--- config.mk ---
export PLATFORM = sky130hd
export DESIGN_NAME = cpu_sequencer
export DESIGN_NICKNAME = d
export VERILOG_FILES = /design/src/rtl/cpu_pkg.sv /design/src/rtl/cpu_seq_decode.sv /design/src/rtl/cpu_sequencer.sv
export SDC_FILE = /design/constraint.sdc
export NUM_CORES = 1
export LEC_CHECK = 0
export ABC_AREA = 1
export BUFFER_PORTS_ARGS = -buffer_cell sky130_fd_sc_hd__buf_2
export CORE_AREA = 2 2 39 41
export CTS_CLUSTER_SIZE = 20
export DETAILED_ROUTE_END_ITERATION = 10
export DIE_AREA = 0 0 41 43
export PLACE_DENSITY = 0.71
export SLEW_MARGIN = 20
export SYNTH_ARGS = -nofsm -noshare
export SYNTH_HDL_FRONTEND = slang
export SYNTH_SLANG_ARGS = --single-unit
--- constraint.sdc ---
create_clock -name clock -period 1.7 [get_ports clock]
set_input_delay 0.425 -clock clock [delete_from_list [all_inputs] [get_ports clock]]
set_output_delay 0.425 -clock clock [all_outputs]
set_load 0.01 [all_outputs]
--- src/rtl/cpu_pkg.sv ---
`default_nettype none
// ============================================================================
//  Module   : cpu_pkg
//  Purpose  : Shared opcode, phase and strobe definitions for the 8-bit RISC
//             CPU (sequencer, program counter, ALU, instruction register).
//  Revision : 1.0  initial release
// ============================================================================
package cpu_pkg;

    localparam int OP_W = 3;

    // Opcode encoding is fixed by the instruction set.
    localparam logic [OP_W-1:0] OP_HLT = 3'd0;
    localparam logic [OP_W-1:0] OP_SKZ = 3'd1;
    localparam logic [OP_W-1:0] OP_ADD = 3'd2;
    localparam logic [OP_W-1:0] OP_AND = 3'd3;
    localparam logic [OP_W-1:0] OP_XOR = 3'd4;
    localparam logic [OP_W-1:0] OP_LDA = 3'd5;
    localparam logic [OP_W-1:0] OP_STO = 3'd6;
    localparam logic [OP_W-1:0] OP_JMP = 3'd7;

    // Eight fetch-execute phases; the counter wraps 7 -> 0 with no dead cycle.
    typedef enum logic [2:0] {
        PH_INST_ADDR  = 3'd0,
        PH_INST_FETCH = 3'd1,
        PH_INST_LOAD  = 3'd2,
        PH_IDLE       = 3'd3,
        PH_OP_ADDR    = 3'd4,
        PH_OP_FETCH   = 3'd5,
        PH_ALU_OP     = 3'd6,
        PH_STORE      = 3'd7
    } phase_e;

    // Bundle of every control strobe the sequencer drives.
    typedef struct packed {
        logic sel;
        logic rd;
        logic ld_ir;
        logic inc_pc;
        logic ld_pc;
        logic ld_ac;
        logic wr;
        logic data_e;
        logic halt;
    } strobe_t;

    // Opcodes that read an operand from memory and load the accumulator.
    function automatic logic is_aluop(input logic [OP_W-1:0] op);
        return (op == OP_ADD) || (op == OP_AND) || (op == OP_XOR) || (op == OP_LDA);
    endfunction

endpackage
`default_nettype wire

--- src/rtl/cpu_seq_decode.sv ---
`default_nettype none
// ============================================================================
//  Module   : cpu_seq_decode
//  Purpose  : Purely combinational strobe decoder for the instruction
//             sequencer: (phase, opcode, zero, halted, enable) -> strobes.
//  Revision : 1.0  initial release
// ============================================================================
module cpu_seq_decode
    import cpu_pkg::*;
(
    input  phase_e          i_phase,
    input  logic [OP_W-1:0] i_opcode,
    input  logic            i_zero,
    input  logic            i_halted,
    input  logic            i_enable,
    output strobe_t         o_strobes
);

    logic w_alu;
    logic w_is_hlt;
    logic w_is_skz;
    logic w_is_sto;
    logic w_is_jmp;

    assign w_alu    = is_aluop(i_opcode);
    assign w_is_hlt = (i_opcode == OP_HLT);
    assign w_is_skz = (i_opcode == OP_SKZ);
    assign w_is_sto = (i_opcode == OP_STO);
    assign w_is_jmp = (i_opcode == OP_JMP);

    // Moore decode; halted overrides everything, a stall silences all strobes.
    always_comb begin
        o_strobes = '0;
        if (i_halted) begin
            o_strobes.halt = 1'b1;
        end else if (i_enable) begin
            case (i_phase)
                PH_INST_ADDR: begin
                    o_strobes.sel = 1'b1;
                end
                PH_INST_FETCH: begin
                    o_strobes.sel = 1'b1;
                    o_strobes.rd  = 1'b1;
                end
                PH_INST_LOAD, PH_IDLE: begin
                    o_strobes.sel   = 1'b1;
                    o_strobes.rd    = 1'b1;
                    o_strobes.ld_ir = 1'b1;
                end
                PH_OP_ADDR: begin
                    o_strobes.inc_pc = 1'b1;
                    o_strobes.halt   = w_is_hlt;
                end
                PH_OP_FETCH: begin
                    o_strobes.rd = w_alu;
                end
                PH_ALU_OP: begin
                    o_strobes.rd     = w_alu;
                    // Skip-if-zero: second PC increment jumps over the next instruction.
                    o_strobes.inc_pc = w_is_skz & i_zero;
                    o_strobes.ld_pc  = w_is_jmp;
                    o_strobes.data_e = w_is_sto;
                end
                PH_STORE: begin
                    o_strobes.rd     = w_alu;
                    o_strobes.ld_ac  = w_alu;
                    o_strobes.ld_pc  = w_is_jmp;
                    o_strobes.wr     = w_is_sto;
                    o_strobes.data_e = w_is_sto;
                end
                default: begin
                    o_strobes = '0;
                end
            endcase
        end
    end

endmodule
`default_nettype wire

--- src/rtl/cpu_sequencer.sv ---
`default_nettype none
// ============================================================================
//  Module   : cpu_sequencer
//  Purpose  : Eight-phase fetch-execute sequencer for the 8-bit RISC CPU.
//             Holds the phase counter and halted flag; drives PC, memory,
//             IR and accumulator strobes via cpu_seq_decode.
//  Revision : 1.0  initial release
// ============================================================================
module cpu_sequencer
    import cpu_pkg::*;
(
    input  logic            clock,
    input  logic            reset,
    input  logic            enable,
    input  logic [OP_W-1:0] opcode,
    input  logic            zero,
    input  logic            resume,
    output logic [2:0]      phase,
    output logic            sel,
    output logic            rd,
    output logic            ld_ir,
    output logic            inc_pc,
    output logic            ld_pc,
    output logic            ld_ac,
    output logic            wr,
    output logic            data_e,
    output logic            halt
);

    phase_e  r_phase;
    logic    r_halted;
    phase_e  w_phase_nxt;
    logic    w_halted_nxt;
    strobe_t w_dec;
    strobe_t w_out;

    // State register: phase counter and halted flag, async active-low reset.
    always_ff @(posedge clock or negedge reset) begin
        if (!reset) begin
            r_phase  <= PH_INST_ADDR;
            r_halted <= 1'b0;
        end else begin
            r_phase  <= w_phase_nxt;
            r_halted <= w_halted_nxt;
        end
    end

    // Next state: resume only matters while halted, so it can never beat a halt trigger.
    always_comb begin
        w_phase_nxt  = r_phase;
        w_halted_nxt = r_halted;
        if (r_halted) begin
            if (resume) begin
                w_halted_nxt = 1'b0;
            end
        end else if (enable) begin
            w_phase_nxt = phase_e'(r_phase + 3'd1);
            if ((r_phase == PH_OP_ADDR) && (opcode == OP_HLT)) begin
                w_halted_nxt = 1'b1;
            end
        end
    end

    cpu_seq_decode u_decode (
        .i_phase   (r_phase),
        .i_opcode  (opcode),
        .i_zero    (zero),
        .i_halted  (r_halted),
        .i_enable  (enable),
        .o_strobes (w_dec)
    );

    // While reset is low the outputs are forced combinationally so no partial strobe escapes.
    always_comb begin
        w_out = w_dec;
        if (!reset) begin
            w_out     = '0;
            w_out.sel = 1'b1;
        end
    end

    assign phase  = r_phase;
    assign sel    = w_out.sel;
    assign rd     = w_out.rd;
    assign ld_ir  = w_out.ld_ir;
    assign inc_pc = w_out.inc_pc;
    assign ld_pc  = w_out.ld_pc;
    assign ld_ac  = w_out.ld_ac;
    assign wr     = w_out.wr;
    assign data_e = w_out.data_e;
    assign halt   = w_out.halt;

    // Strobe invariants: no PC load/increment clash, no bus read/write clash, writes only at STORE.
    a_pc_excl: assert property (@(posedge clock) disable iff (!reset) !(ld_pc && inc_pc));
    a_rw_excl: assert property (@(posedge clock) disable iff (!reset) !(wr && rd));
    a_wr_ph7:  assert property (@(posedge clock) disable iff (!reset) wr |-> (phase == 3'd7));

endmodule
`default_nettype wire

==> reports/qor.yml <==
outcome:
  status: "complete, but fails checks"
  violations: "setup timing"
die:
  start_util: 0.331
  die-area_um2: 1760
  die_y_um: 43
  core-area_um2: 1380
  rows: 14
  io_pins: 20
  dieWidth_um: 41
global_route:
  grt_max_degree: 6
  grt.overflow.total: 0
  grt_pass1_wl_mm: 1.90
  grt_pass1_vias: 506
  antenna_found_initial: 0
  grt_usage: 0.159
logic_synthesis:
  syn_nets: 84
  ys_ff_latch: 4
  ys_seq_area_frac: 0.219
  avgSynthCellArea_um2: 6.64
  yosysWarnings: 0
  synth_cell_type_count: 16
  synth_cells: 69
  syn_area_um2: 458
route:
  via_per_inst: 4.44
  antenna_left: 0
  drcViolationCount: 0
  dr_total_vias: 528
  drt_first_pass_iters: 4
  routed.top_layer: "met3"
  drt_iter0_drc: 5
  wl_met1_um: 441
  wl_mm: 1.25
  wl_met2_um: 726
  routedWlPerCell_um: 10.5
  wl_met3_um: 85
sta:
  setup_ws_ns: -0.201
  fin_crit_sh: 1.12
  tns_ns: -1.03
  fin_hold_ws_ns: 0.0871
  drv_slew: 0
  final_hold_viol_count: 0
  rsz0062_at_grt: "true"
  fmax_mhz: 526
  final.min_clock_period_ns: 1.90
  setup_violations: 8
  slew_headroom: 0.808
  worst_pin_slew_ns: 0.287
  clock_skew_ns: 0.00529
final_layout:
  seq_area_um2: 103
  fin_util: 0.593
  drive_gt1_frac: 0.641
  nNetsFinal: 120
  fin_cells: 119
  diodes: 0
  fillCellCount: 136
  multi_input_area_um2: 415
  synthToLayoutAreaGrowth_pct: 79.2
setup_path:
  worstPathRequired_ns: 1.27
  cp.arrival_ns: 1.48
  rr_worst_depth: 6
  cp-start-kind: "flip-flop"
  rrSetupSlack_ns: 0.41
  cp-end-kind: "output pin"
  cp_max_fo: 4
  r2r-end: "r_halted$_DFF_PN0_"
  r2r-start: "phase[1]$_DFFE_PN0P_"
  critPathKind: "flip-flop to output pin"
cts:
  insertion_delay_ns: 0.23
  root_buffer: "clkbuf_4"
  htreeDepth: 1
  clkTransAtPathRegs_ns: 0.04
  cts.sinks: 4
  cts_buffers: 3
  clockBufferDepth: 2
  cts_tree: "built"
  cts_hold_buf: 0
hold_path:
  hp-class: "input pin to asynchronous set/reset pin"
power_and_ir_drop:
  peakVddDrop_uv: 824
  power.leakage_nw: 0.441
  power_w: 0.00113
  power.density_nw_per_um2: 1370
place:
  gp_congestion: 0.778
  io_buffers: 19
  dpl.hpwl_um: 867
  place_inst: 106
flow_run:
  maxCapViolCount: 0
cell usage in the layout (no fill, tap or decap), types with 2 or more instances in the layout:
| cell | netlist | final |
|---|---|---|
| buf_2 | 0 | 18 |
| buf_4 | 0 | 12 |
| nand2_1 | 15 | 10 |
| nor2_1 | 10 | 9 |
| inv_1 | 16 | 8 |
| inv_2 | 1 | 7 |
| ha_4 | 0 | 6 |
| nand2_2 | 1 | 5 |
| clkbuf_4 | 0 | 3 |
| inv_4 | 0 | 2 |
| a21oi_2 | 0 | 2 |
| o21ai_0 | 4 | 2 |
| dfrtp_2 | 0 | 2 |
| dfrtp_1 | 4 | 2 |
synth_stat cells, drive strengths merged:
library cell / count / area (um2)
inv: 17 / 63.8
nand2: 16 / 62.6
nor2: 11 / 48.8
ha: 7 / 87.6
dfrtp: 4 / 100
o21ai: 4 / 20.0
a21oi: 3 / 15.0
nand3: 2 / 10.0
and3: 1 / 6.26
mux2i: 1 / 10.0
nand3b: 1 / 20.0
nor3: 1 / 5.00
xor2: 1 / 8.76
layout make-up:
cell class | count | area share
multi-input combinational | 48 | 0.506
timing repair buffer | 31 | 0.233
sequential | 4 | 0.125
inverter | 17 | 0.0838
clock buffer | 3 | 0.0274
tap | 16 | 0.0244
what timing repair did:
item,in CTS,in global routing
pin swaps,9,8
resized for setup,31,9
endpoints found under the setup margin,9,9
setup buffers,5,5
hold endpoints to repair,0,0
sequential cells by signal, summed over array words and instances (netlist names):
register  flops
phase         3
r_halted      1
metal layers:
layer / track usage / vias to the layer above
met1: 0.144 / 230
met5: 0 / -
met4: 0.0800 / 0
met2: 0.306 / 19
li1: - / 279
met3: 0.0209 / 0
power by group:
group          switching (W)  internal [W]  total [W]
Sequential         0.0000788      0.000137   0.000216
Clock              0.0000372     0.0000789   0.000116
Combinational       0.000400      0.000396   0.000796
how the worst max path moves through the flow:
stage / start / end / slack (ns) / depth (start not counted)
finish: phase[1]$_DFFE_PN0P_ / sel / -0.20 / 9
global route: phase[0]$_DFFE_PN0P_ / sel / -0.29 / 9
CTS: phase[1]$_DFFE_PN0P_ / sel / -0.20 / 9
detailed placement: phase[0]$_DFFE_PN0P_ / ld_pc / -0.005 / 7
global placement: phase[0]$_DFFE_PN0P_ / sel / 0.03 / 9
floorplan: phase[0]$_DFFE_PN0P_ / halt / 0.11 / 5
critical path, stage by stage, from the launching register on:
cell,delay (ns)
dfrtp_2,0.45
ha_4,0.20
ha_4,0.15
inv_2,0.06
nand2_2,0.06
inv_2,0.06
nand2_2,0.04
nand2_1,0.05
nand2_1,0.04
buf_2,0.13
stage by stage:
stage | instance area [um2] | setup WS [ns]
floorplan | 458 | 0.113
global placement | 588 | 0.0318
detailed placement | 588 | -0.00493
CTS | 744 | -0.201
global route | 821 | -0.292
finish | 821 | -0.201
cells by family (layout without fill, tap and decap cells):
logic type	Yosys count	after routing	share of synthesized area
AND/OR/NAND/NOR	32	32	0.333
AO/OA/AOI/OAI	7	7	0.0765
flip-flops	4	4	0.219
adder cells (fa/ha/maj)	7	7	0.191
multiplexers	1	1	0.0219
XOR/XNOR	1	1	0.0191
buffers and inverters	17	51	0.139
Power figures use the tool's default switching activity.
